**config.mk**
```make
export PLATFORM = sky130hd
export DESIGN_NAME = tpm_frame_scheduler_flat
export DESIGN_NICKNAME = d
export VERILOG_FILES = /design/src/rtl/tpm_frame_scheduler_pkg.sv /design/src/rtl/tpm_frame_scheduler_if.sv /design/src/rtl/tpm_frame_scheduler_settle_timer.sv /design/src/rtl/tpm_frame_scheduler.sv /design/src/flat_wrapper.sv
export SDC_FILE = /design/constraint.sdc
export NUM_CORES = 1
export LEC_CHECK = 0
export ABC_AREA = 1
export ABC_CLOCK_PERIOD_IN_PS = 2500
export CAP_MARGIN = 15
export CELL_PAD_IN_SITES_DETAIL_PLACEMENT = 1
export CELL_PAD_IN_SITES_GLOBAL_PLACEMENT = 2
export CORE_MARGIN = 2
export CORE_UTILIZATION = 27
export DETAILED_ROUTE_END_ITERATION = 10
export GPL_TIMING_DRIVEN = 0
export PLACE_DENSITY = 0.89
export SLEW_MARGIN = 25
export SYNTH_ARGS = -nofsm -noshare
export SYNTH_HDL_FRONTEND = slang
export SYNTH_HIERARCHICAL = 1
export SYNTH_SLANG_ARGS = --single-unit
export TNS_END_PERCENT = 1
```
**constraint.sdc**
```tcl
create_clock -name clock_in -period 2.5 [get_ports clock_in]
set_input_delay 0.375 -clock clock_in [delete_from_list [all_inputs] [get_ports clock_in]]
set_output_delay 0.375 -clock clock_in [all_outputs]
set_load 0.01 [all_outputs]
```
**src/rtl/tpm_frame_scheduler_pkg.sv**
```systemverilog
// Shared types and defaults for the tactile pressure matrix frame scheduler.
// Latency: n/a (declarations only).
// Backpressure: n/a.
package tpm_frame_scheduler_pkg;

    localparam int DEF_ROWS       = 32;
    localparam int DEF_COLS       = 32;
    localparam int DEF_ADC_BITS   = 12;
    localparam int DEF_SETTLE     = 4;
    localparam int DEF_ADC_TMO    = 255;
    localparam int FRAME_CNT_BITS = 16;

    // Scan sequencer states
    typedef enum logic [2:0] {
        ST_IDLE   = 3'd0,
        ST_SETTLE = 3'd1,
        ST_CONV   = 3'd2,
        ST_WAIT   = 3'd3,
        ST_EMIT   = 3'd4,
        ST_FEND   = 3'd5
    } state_t;

    // The shared timer is loaded with SETTLE-1 or ADC_TMO-1, so it must hold
    // values up to max(SETTLE, ADC_TMO)-1.
    function automatic int timer_bits(input int settle, input int tmo);
        int m;
        m = (settle > tmo) ? settle : tmo;
        return (m <= 2) ? 1 : $clog2(m);
    endfunction

endpackage

```
**src/rtl/tpm_frame_scheduler_if.sv**
```systemverilog
// Sample stream from the frame scheduler to the downstream consumer.
// Latency: n/a (wiring only).
// Backpressure: valid/ready; producer holds payload until out_valid & out_ready.
interface tpm_frame_scheduler_if
    import tpm_frame_scheduler_pkg::*;
#(
    parameter int ROW_BITS = 5,
    parameter int COL_BITS = 5,
    parameter int ADC_BITS = DEF_ADC_BITS
);
    logic                out_valid;
    logic                out_ready;
    logic [ADC_BITS-1:0] out_data;
    logic [ROW_BITS-1:0] out_row;
    logic [COL_BITS-1:0] out_col;
    logic                out_last;
    logic                out_err;

    modport master (
        output out_valid, out_data, out_row, out_col, out_last, out_err,
        input  out_ready
    );

    modport slave (
        input  out_valid, out_data, out_row, out_col, out_last, out_err,
        output out_ready
    );
endinterface

```
**src/rtl/tpm_frame_scheduler_settle_timer.sv**
```systemverilog
// Loadable down-counter with zero flag; times row settling and ADC timeout.
// Latency: load/decrement take effect on the next falling clock edge.
// Backpressure: none; holds at zero until reloaded.
module tpm_settle_timer #(
    parameter int WIDTH = 8
) (
    input  logic             clock_in,
    input  logic             reset,
    input  logic             load,
    input  logic [WIDTH-1:0] load_val,
    input  logic             dec,
    output logic             zero
);
    logic [WIDTH-1:0] count;

    // Load has priority over decrement; decrement saturates at zero
    always_ff @(negedge clock_in) begin
        if (reset) begin
            count <= '0;
        end else if (load) begin
            count <= load_val;
        end else if (dec && (count != '0)) begin
            count <= count - 1'b1;
        end
    end

    assign zero = (count == '0);
endmodule

```
**src/rtl/tpm_frame_scheduler.sv**
```systemverilog
// Scans the pressure matrix row by row, one ADC conversion per column, and streams samples.
// Latency: sample valid one cycle after adc_done (or ADC_TMO wait cycles after the request).
// Backpressure: EMIT holds the sample until accepted; no new conversion starts meanwhile.
module tpm_frame_scheduler
    import tpm_frame_scheduler_pkg::*;
#(
    parameter int ROWS     = DEF_ROWS,
    parameter int COLS     = DEF_COLS,
    parameter int ROW_BITS = 5,
    parameter int COL_BITS = 5,
    parameter int ADC_BITS = DEF_ADC_BITS,
    parameter int SETTLE   = DEF_SETTLE,
    parameter int ADC_TMO  = DEF_ADC_TMO
) (
    input  logic                      clock_in,
    input  logic                      reset,
    input  logic                      scan_en,
    input  logic                      single_shot,
    input  logic                      adc_done,
    input  logic [ADC_BITS-1:0]       adc_data,
    output logic [ROW_BITS-1:0]       row_sel,
    output logic [COL_BITS-1:0]       col_sel,
    output logic                      row_drive,
    output logic                      adc_start,
    output logic                      busy,
    output logic [FRAME_CNT_BITS-1:0] frame_cnt,
    tpm_frame_scheduler_if.master     smp
);
    localparam int                  TMR_W     = timer_bits(SETTLE, ADC_TMO);
    localparam logic [TMR_W-1:0]    SETTLE_LD = TMR_W'(SETTLE - 1);
    localparam logic [TMR_W-1:0]    TMO_LD    = TMR_W'(ADC_TMO - 1);
    localparam logic [ROW_BITS-1:0] ROW_LAST  = ROW_BITS'(ROWS - 1);
    localparam logic [COL_BITS-1:0] COL_LAST  = COL_BITS'(COLS - 1);

    state_t           state;
    logic             start_req;
    logic             row_end;
    logic             frame_end;
    logic             tmr_load;
    logic [TMR_W-1:0] tmr_val;
    logic             tmr_dec;
    logic             tmr_zero;

    // single_shot together with scan_en behaves exactly like scan_en alone
    assign start_req = scan_en | single_shot;
    assign row_end   = (col_sel == COL_LAST);
    assign frame_end = row_end && (row_sel == ROW_LAST);

    // Timer reload points: every entry into SETTLE, and the CONV->WAIT step
    always_comb begin
        tmr_load = 1'b0;
        tmr_val  = SETTLE_LD;
        case (state)
            ST_IDLE: tmr_load = start_req;
            ST_CONV: begin
                tmr_load = 1'b1;
                tmr_val  = TMO_LD;
            end
            ST_EMIT: tmr_load = smp.out_ready && row_end && !frame_end;
            ST_FEND: tmr_load = scan_en;
            default: tmr_load = 1'b0;
        endcase
    end

    assign tmr_dec = (state == ST_SETTLE) || (state == ST_WAIT);

    tpm_settle_timer #(
        .WIDTH (TMR_W)
    ) u_timer (
        .clock_in (clock_in),
        .reset    (reset),
        .load     (tmr_load),
        .load_val (tmr_val),
        .dec      (tmr_dec),
        .zero     (tmr_zero)
    );

    // Scan sequencer with registered control and sample outputs
    always_ff @(negedge clock_in) begin
        if (reset) begin
            state         <= ST_IDLE;
            row_sel       <= '0;
            col_sel       <= '0;
            row_drive     <= 1'b0;
            adc_start     <= 1'b0;
            busy          <= 1'b0;
            frame_cnt     <= '0;
            smp.out_valid <= 1'b0;
            smp.out_data  <= '0;
            smp.out_row   <= '0;
            smp.out_col   <= '0;
            smp.out_last  <= 1'b0;
            smp.out_err   <= 1'b0;
        end else begin
            adc_start <= 1'b0;
            case (state)
                ST_IDLE: begin
                    if (start_req) begin
                        state     <= ST_SETTLE;
                        row_sel   <= '0;
                        col_sel   <= '0;
                        row_drive <= 1'b1;
                        busy      <= 1'b1;
                    end
                end
                ST_SETTLE: begin
                    if (tmr_zero) begin
                        state     <= ST_CONV;
                        adc_start <= 1'b1;
                    end
                end
                ST_CONV: begin
                    // a done pulse coincident with the request belongs to nothing
                    state <= ST_WAIT;
                end
                ST_WAIT: begin
                    if (adc_done || tmr_zero) begin
                        state         <= ST_EMIT;
                        smp.out_valid <= 1'b1;
                        smp.out_data  <= adc_done ? adc_data : '0;
                        smp.out_err   <= !adc_done;
                        smp.out_row   <= row_sel;
                        smp.out_col   <= col_sel;
                        smp.out_last  <= frame_end;
                    end
                end
                ST_EMIT: begin
                    if (smp.out_ready) begin
                        smp.out_valid <= 1'b0;
                        if (!row_end) begin
                            col_sel   <= col_sel + 1'b1;
                            state     <= ST_CONV;
                            adc_start <= 1'b1;
                        end else if (!frame_end) begin
                            row_sel <= row_sel + 1'b1;
                            col_sel <= '0;
                            state   <= ST_SETTLE;
                        end else begin
                            state     <= ST_FEND;
                            row_drive <= 1'b0;
                        end
                    end
                end
                ST_FEND: begin
                    frame_cnt <= frame_cnt + 1'b1;
                    row_sel   <= '0;
                    col_sel   <= '0;
                    if (scan_en) begin
                        state     <= ST_SETTLE;
                        row_drive <= 1'b1;
                    end else begin
                        state <= ST_IDLE;
                        busy  <= 1'b0;
                    end
                end
                default: begin
                    state     <= ST_IDLE;
                    busy      <= 1'b0;
                    row_drive <= 1'b0;
                end
            endcase
        end
    end
endmodule
```
**src/flat_wrapper.sv**
```systemverilog
// flat-port wrapper written by rule: the top's interface ports become plain ports
module tpm_frame_scheduler_flat import tpm_frame_scheduler_pkg::*;
#(
    parameter int ROWS     = DEF_ROWS,
    parameter int COLS     = DEF_COLS,
    parameter int ROW_BITS = 5,
    parameter int COL_BITS = 5,
    parameter int ADC_BITS = DEF_ADC_BITS,
    parameter int SETTLE   = DEF_SETTLE,
    parameter int ADC_TMO  = DEF_ADC_TMO
)
  (clock_in, reset, scan_en, single_shot, adc_done, adc_data, row_sel, col_sel, row_drive, adc_start, busy, frame_cnt, smp_out_valid, smp_out_data, smp_out_row, smp_out_col, smp_out_last, smp_out_err, smp_out_ready);
  tpm_frame_scheduler_if #(.ROW_BITS(ROW_BITS), .COL_BITS(COL_BITS), .ADC_BITS(ADC_BITS)) smp_i ();
  input  logic clock_in;
  input  logic reset;
  input  logic scan_en;
  input  logic single_shot;
  input  logic adc_done;
  input  logic [ADC_BITS-1:0] adc_data;
  output logic [ROW_BITS-1:0] row_sel;
  output logic [COL_BITS-1:0] col_sel;
  output logic row_drive;
  output logic adc_start;
  output logic busy;
  output logic [FRAME_CNT_BITS-1:0] frame_cnt;
  output wire logic [$bits(smp_i.out_valid)-1:0] smp_out_valid;
  output wire logic [$bits(smp_i.out_data)-1:0] smp_out_data;
  output wire logic [$bits(smp_i.out_row)-1:0] smp_out_row;
  output wire logic [$bits(smp_i.out_col)-1:0] smp_out_col;
  output wire logic [$bits(smp_i.out_last)-1:0] smp_out_last;
  output wire logic [$bits(smp_i.out_err)-1:0] smp_out_err;
  input wire logic [$bits(smp_i.out_ready)-1:0] smp_out_ready;
  assign smp_out_valid = smp_i.out_valid;
  assign smp_out_data = smp_i.out_data;
  assign smp_out_row = smp_i.out_row;
  assign smp_out_col = smp_i.out_col;
  assign smp_out_last = smp_i.out_last;
  assign smp_out_err = smp_i.out_err;
  assign smp_i.out_ready = smp_out_ready;
  tpm_frame_scheduler #(.ROWS(ROWS), .COLS(COLS), .ROW_BITS(ROW_BITS), .COL_BITS(COL_BITS), .ADC_BITS(ADC_BITS), .SETTLE(SETTLE), .ADC_TMO(ADC_TMO)) u_core (.clock_in(clock_in), .reset(reset), .scan_en(scan_en), .single_shot(single_shot), .adc_done(adc_done), .adc_data(adc_data), .row_sel(row_sel), .col_sel(col_sel), .row_drive(row_drive), .adc_start(adc_start), .busy(busy), .frame_cnt(frame_cnt), .smp(smp_i));
endmodule
```
==> impl_metrics.json, run 1 <==
{
  "status": "finished with violations",
  "violations": "negative setup slack",
  "grt_overflow": 0,
  "drcViolationCount": 0,
  "rsz0062_at_grt": "yes",
  "drt_iter0_drc": 116,
  "whs_ns": 0.451,
  "viasPerCell": 4.73,
  "r2r-start": "u_core/row_sel[0]$_SDFFE_NP0P_",
  "place_area_um2": 4150,
  "setup_ws_ns": -0.0189,
  "area_growth_pct": 55.3,
  "ant_nets": 0,
  "pre_cts_slack_ns": -1.04,
  "numCtsBuffers": 9,
  "nets": 651,
  "max_slew_margin": 0.623,
  "diodes": 0,
  "dieArea_um2": 12900,
  "clock-sinks": 65,
  "cp-start-kind": "primary input",
  "worst_pin_slew_ns": 0.566,
  "reg2reg_depth": 13,
  "root_buffer": "clkbuf_16",
  "synth_cell_types": 37,
  "cp-startpoint": "scan_en",
  "finalClockSkew_ns": 0.0255,
  "synth_area_um2": 3240,
  "clockBufferDepth": 2,
  "synth_edf_count": 0,
  "r2r_end": "u_core/u_timer/count[6]$_SDFFE_NP0P_",
  "wl_per_cell_um": 14.8,
  "synth_area_per_cell_um2": 6.89,
  "slew_viol_final": 0,
  "finalSetupViolations": 11,
  "p_leak_uw": 0.00241,
  "io_pins": 72,
  "die_x_um": 114,
  "min-delay-start": "u_core/smp.out_col[2]$_SDFFE_NP0P_",
  "end_kind": "flop",
  "die_h_um": 114,
  "ir_drop_v": 0.000371,
  "grt.total_usage": 0.183,
  "yosysWarnings": 6,
  "clk_pin_slew_worst_paths_ns": 0.03,
  "grt_pass1_wl_um": 18900,
  "antenna_found_initial": 0,
  "synthArstFlopShare": 0,
  "finalHoldViolCount": 0,
  "drv_cap": 0,
  "drt_pass1_iterations": 5,
  "cts_tree": "yes",
  "h-tree-depth": 3,
  "ys_ff_latch": 65,
  "final_cells": 773,
  "rrSetupSlack_ns": 0.23,
  "min_path_type": "reg -> reg",
  "placed_cells": 684,
  "clock_latency_ns": 0.41,
  "vias": 3658,
  "rows": 39,
  "wl_um": 11400,
  "power_density_nw_per_um2": 1090,
  "place.detailed.hpwl_um": 7650,
  "synth_fp_nets": 496,
  "initial_utilization": 0.280,
  "core_area_um2": 11600,
  "critPathCapture": "u_core/u_timer/count[6]$_SDFFE_NP0P_",
  "syn_inst": 470,
  "grt_max_degree": 13,
  "cp_max_fo": 6,
  "arrival_ns": 1.54,
  "portBuffers": 71,
  "grt_pass1_vias": 4075,
  "synthFlopType": "dfxtp_1",
  "place.gp.congestion": 0.865,
  "critPathKind": "in -> reg",
  "drive_gt1_frac": 0.287,
  "cp.required_ns": 1.52,
  "fin_area_um2": 5030,
  "ys_seq_area_frac": 0.402
}
## final cells by class
type / instances / area, um^2
fillers: 1457 / 6540
multi-input cells: 338 / 1710
flip-flops and latches: 65 / 1410
repair buffers: 81 / 832
clock inverters: 72 / 367
clock buffers: 9 / 225
inverters: 53 / 220
well taps: 143 / 179
plain buffers: 12 / 86.3
## sequential cells by signal, summed over array words and instances (netlist names)
signal,flops
u_core/col_sel,5
u_core/smp.out_last,1
u_core/frame_cnt,16
u_core/row_sel,5
u_core/u_timer/count,8
u_core/smp.out_valid,1
u_core/smp.out_data,12
u_core/smp.out_err,1
u_core/state,3
u_core/smp.out_row,5
u_core/smp.out_col,5
u_core/row_drive,1
u_core/busy,1
u_core/adc_start,1
## worst min path at each step
stage / slack, ns / cells after the start / endpoint
floorplan: 0.44 / 2 / u_core/u_timer/count[0]$_SDFFE_NP0P_
global route: 0.48 / 1 / u_core/frame_cnt[2]$_SDFFE_NP0N_
finish: 0.45 / 2 / u_core/smp.out_col[2]$_SDFFE_NP0P_
CTS: 0.46 / 2 / u_core/smp.out_col[2]$_SDFFE_NP0P_
global placement: 0.45 / 2 / u_core/smp.out_data[10]$_SDFFE_NP0P_
detailed placement: 0.46 / 2 / u_core/smp.out_col[2]$_SDFFE_NP0P_
## power by group
group	leakage (uW)	internal, uW	switching, uW
combinational	0.00133	868	1240
clock	0.000519	1130	814
sequential	0.000558	1240	182
total	0.00241	3240	2240
## Yosys cell counts, types with 2 or more instances
cell type  instances  area [um^2]
o21bai_1           3         22.5
ha_1               8          100
nor3_1             4         20.0
nor2_4             3         33.8
nor2_1            61          229
or2_2              2         12.5
nor2_2             4         25.0
nand4_1            3         18.8
nand2_1          111          417
a211oi_1           5         37.5
xor2_1             2         17.5
o211ai_1           2         15.0
a21oi_1           42          210
buf_4              2         15.0
nand3b_1           3         22.5
buf_2              3         15.0
nand2_2            4         25.0
clkbuf_1           6         22.5
inv_2              2         7.51
dfxtp_1           65         1300
inv_1             51          191
o21ai_0           25          125
nand3_1           45          225
## critical path: stages
cell      delay, ns
buf_8          0.08
nor2_4         0.03
nand3b_1       0.17
nand2_1        0.11
inv_2          0.04
o211ai_1       0.12
bufinv_8       0.25
buf_6          0.12
nand2_4        0.06
nor2_4         0.03
nor2_2         0.10
nor2_1         0.04
## layout by cell type (no fill, tap or decap), drive strengths merged, types with 2 or more instances in the layout
| cell | n |
|---|---|
| inv | 120 |
| nand2 | 116 |
| buf | 72 |
| nor2 | 69 |
| dfxtp | 65 |
| nand3 | 46 |
| a21oi | 43 |
| o21ai | 27 |
| clkbuf | 15 |
| clkdlybuf4s50 | 12 |
| ha | 8 |
| a211oi | 5 |
| nor3 | 4 |
| bufinv | 4 |
| nand3b | 3 |
| o21bai | 3 |
| nand4 | 3 |
| clkdlybuf4s15 | 2 |
| xor2 | 2 |
| o211ai | 2 |
| or2 | 2 |
## per-stage QoR
step                setup TNS [ns]  utilization  power [uW]
detailed placement          -53.35        0.358        3390
floorplan                   -0.887            -        2800
global route                 -1.29        0.435        5970
finish                     -0.0879        0.435        5480
CTS                         -0.291        0.414        5380
global placement            -51.62        0.358        3330
## cells by family (layout without fill, tap and decap cells)
kind of cell             count (synthesis)  in the layout  share of synthesized area
XOR/XNOR                                 3              3                    0.00812
AO/OA/AOI/OAI                           82             82                      0.140
flip-flops                              65             65                      0.402
buffers and inverters                   67            227                     0.0850
adder cells (fa/ha/maj)                  8              8                     0.0309
AND/OR/NAND/NOR                        244            244                      0.333
other                                    1              1                    0.00116
## per-layer routing
metal | wire length (um) | vias up | GRT usage
li1 | - | 1830 | -
met1 | 5000 | 1755 | 0.209
met2 | 5820 | 60 | 0.305
met3 | 433 | 13 | 0.0680
met4 | 154 | 0 | 0.0846
met5 | 0 | - | 0
## what timing repair did
action / CTS / global route
pin swaps: 6 / 5
endpoints found under the hold margin: 0 / 0
resized for setup: 323 / 56
setup buffers: 8 / 2
hold buffers: 0 / 0
setup endpoints to repair: 119 / 71
No activity file was read; power rests on OpenSTA's default activity.
==> inputs of run 2 (changes only) <==
--- a/config.mk
+++ b/config.mk
@@ -6,15 +6,15 @@
 export NUM_CORES = 1
 export LEC_CHECK = 0
 export ABC_AREA = 1
-export ABC_CLOCK_PERIOD_IN_PS = 2500
+export ABC_CLOCK_PERIOD_IN_PS = 3180
 export CAP_MARGIN = 15
 export CELL_PAD_IN_SITES_DETAIL_PLACEMENT = 1
 export CELL_PAD_IN_SITES_GLOBAL_PLACEMENT = 2
 export CORE_MARGIN = 2
-export CORE_UTILIZATION = 27
+export CORE_UTILIZATION = 25
 export DETAILED_ROUTE_END_ITERATION = 10
 export GPL_TIMING_DRIVEN = 0
-export PLACE_DENSITY = 0.89
+export PLACE_DENSITY_LB_ADDON = 0.1
 export SLEW_MARGIN = 25
 export SYNTH_ARGS = -nofsm -noshare
 export SYNTH_HDL_FRONTEND = slang
==> constraint.sdc (replaced) <==
create_clock -name clock_in -period 3.18 [get_ports clock_in]
set_input_delay 0.477 -clock clock_in [delete_from_list [all_inputs] [get_ports clock_in]]
set_output_delay 0.477 -clock clock_in [all_outputs]
set_load 0.01 [all_outputs]
==> run 2 against run 1 <==
Register-to-register slack better by 0.77 ns. Die area grew 7.7%. The run now ends clean. Final area decreased by 6.0%. Wire length fell by 6.1%. Global-route usage is 2.4 points lower. Total power decreased by 28%. Clock power shrank 29%. Combinational power is 30% lower.
==> impl_metrics.json, run 2 (synthesis gave the netlist of run 1 again) <==
{
  "cts_tree": "yes",
  "placed_cells": 713,
  "p_leak_uw": 0.00239,
  "drv_cap": 0,
  "path_delay_family": "flip-flops",
  "place.gp.congestion": 0.745,
  "clk_pin_slew_worst_paths_ns": 0.04,
  "antenna_found_initial": 0,
  "die_h_um": 118,
  "initial_utilization": 0.257,
  "crit_path_max_incr_delay_ns": 0.37,
  "final_common_cell": "inv_1",
  "drt_iter0_drc": 140,
  "ir_drop_v": 0.000319,
  "grt_pass1_vias": 3834,
  "place_area_um2": 4170,
  "critPathKind": "reg -> out",
  "finalHoldViolCount": 0,
  "grt_pass1_wl_um": 17800,
  "wl_per_cell_um": 13.4,
  "met3_length_um": 658,
  "portBuffers": 71,
  "end_kind": "primary output",
  "regMostFlops": "u_core/frame_cnt",
  "viasPerCell": 4.50,
  "final_cell_mix": "inv_1, nand2_1, nor2_1",
  "place.detailed.hpwl_um": 7630,
  "clock_latency_ns": 0.40,
  "arrival_ns": 2.64,
  "utilization": 0.374,
  "power_density_nw_per_um2": 834,
  "top_regs": "u_core/frame_cnt (16), u_core/smp.out_data (12), u_core/u_timer/count (8)",
  "vias": 3579,
  "cp-start-kind": "flop",
  "finalClockSkew_ns": 0.0131,
  "nets": 646,
  "slowest_stage": "dfxtp_2",
  "drt_pass1_iterations": 4,
  "diodes": 0,
  "area_growth_pct": 45.9,
  "finalSetupViolations": 0,
  "h-tree-depth": 3,
  "cp_max_fo": 6,
  "max_slew_margin": 0.591,
  "core_area_um2": 12600,
  "largest_reg_flops": 16,
  "cp.required_ns": 2.70,
  "dieArea_um2": 13900,
  "rsz0062_at_grt": "no",
  "route.met2.wl_um": 5200,
  "die_x_um": 118,
  "final_cells": 796,
  "grt_overflow": 0,
  "root_buffer": "clkbuf_16",
  "clock-sinks": 65,
  "slew_viol_final": 0,
  "hold_buffers": 0,
  "drcViolationCount": 0,
  "status": "complete, no violations",
  "highest_layer": "met4",
  "whs_ns": 0.458,
  "clockBufferDepth": 2,
  "ant_nets": 0,
  "power_uw": 3940,
  "rows": 41,
  "crit_chain": "dlygate4sd2_1",
  "numCtsBuffers": 9,
  "path_buf_inv": 1,
  "min_path_type": "reg -> reg",
  "route.layer.met1.wl_um": 4770,
  "grt_max_degree": 13,
  "wl_um": 10700,
  "drive_gt1_frac": 0.119,
  "io_pins": 72,
  "worst_pin_slew_ns": 0.614,
  "fin_area_um2": 4720,
  "grt.total_usage": 0.159
}
==> run 2: worst reg2reg max path: stages, from the launching register on <==
cell and delay, ns:
dfxtp_2 0.33, ha_1 0.21, nand2_1 0.08, nor2_1 0.05, ha_1 0.20, nand2_1 0.12, nand3_1 0.15, o211ai_1 0.29
bufinv_8 0.24, buf_4 0.13, nand3_1 0.07, nand2_1 0.05, nor2_1 0.08, nor2_1 0.05
==> run 2: final timing paths <==
path | slack [ns] | startpoint | cells after the start | to
max reg2reg | 1.00 | u_core/row_sel[0]$_SDFFE_NP0P_ | 13 | u_core/u_timer/count[6]$_SDFFE_NP0P_
max | 0.06 | u_core/col_sel[2]$_SDFFE_NP0P_ | 1 | col_sel[2]
min reg2reg | 0.46 | u_core/smp.out_data[7]$_SDFFE_NP0P_ | 2 | u_core/smp.out_data[7]$_SDFFE_NP0P_
min | 0.46 | u_core/smp.out_data[7]$_SDFFE_NP0P_ | 2 | u_core/smp.out_data[7]$_SDFFE_NP0P_
==> run 2: where the power goes <==
group	total, uW	internal (uW)	switching, uW
logic	1480	584	900
registers	1090	962	125
clock network	1370	785	585
==> run 2: final cells by class <==
class	instances	area, um^2
sequential	65	1320
buffer	11	68.8
timing repair buffer	77	678
inverter	53	218
clock inverter	71	324
fill	1656	7900
tap	172	215
multi-input combinational	338	1680
clock buffer	9	225
==> run 2: metrics by stage <==
stage	setup WS (ns)	TNS, ns
2_1_floorplan	0.00258	0
3_3_place_gp	-0.841	-39.65
3_5_place_dp	-0.873	-41.25
4_1_cts	-0.0120	-0.0258
5_1_grt	0.00274	0
6_report	0.0613	0
==> run 2: what timing repair did <==
item / in CTS / in global routing
buffers inserted: 5 / 1
pin swaps: 0 / 1
setup endpoints to repair: 117 / 54
endpoints found under the hold margin: 0 / 0
gates resized for setup: 72 / 28
gates cloned: 0 / 0
==> run 2: metal layers <==
layer  GRT usage  vias to the layer above
met2       0.253                       81
met3      0.0814                        7
met4      0.0761                        0
met5           0                        -
li1            -                     1823
met1       0.177                     1668
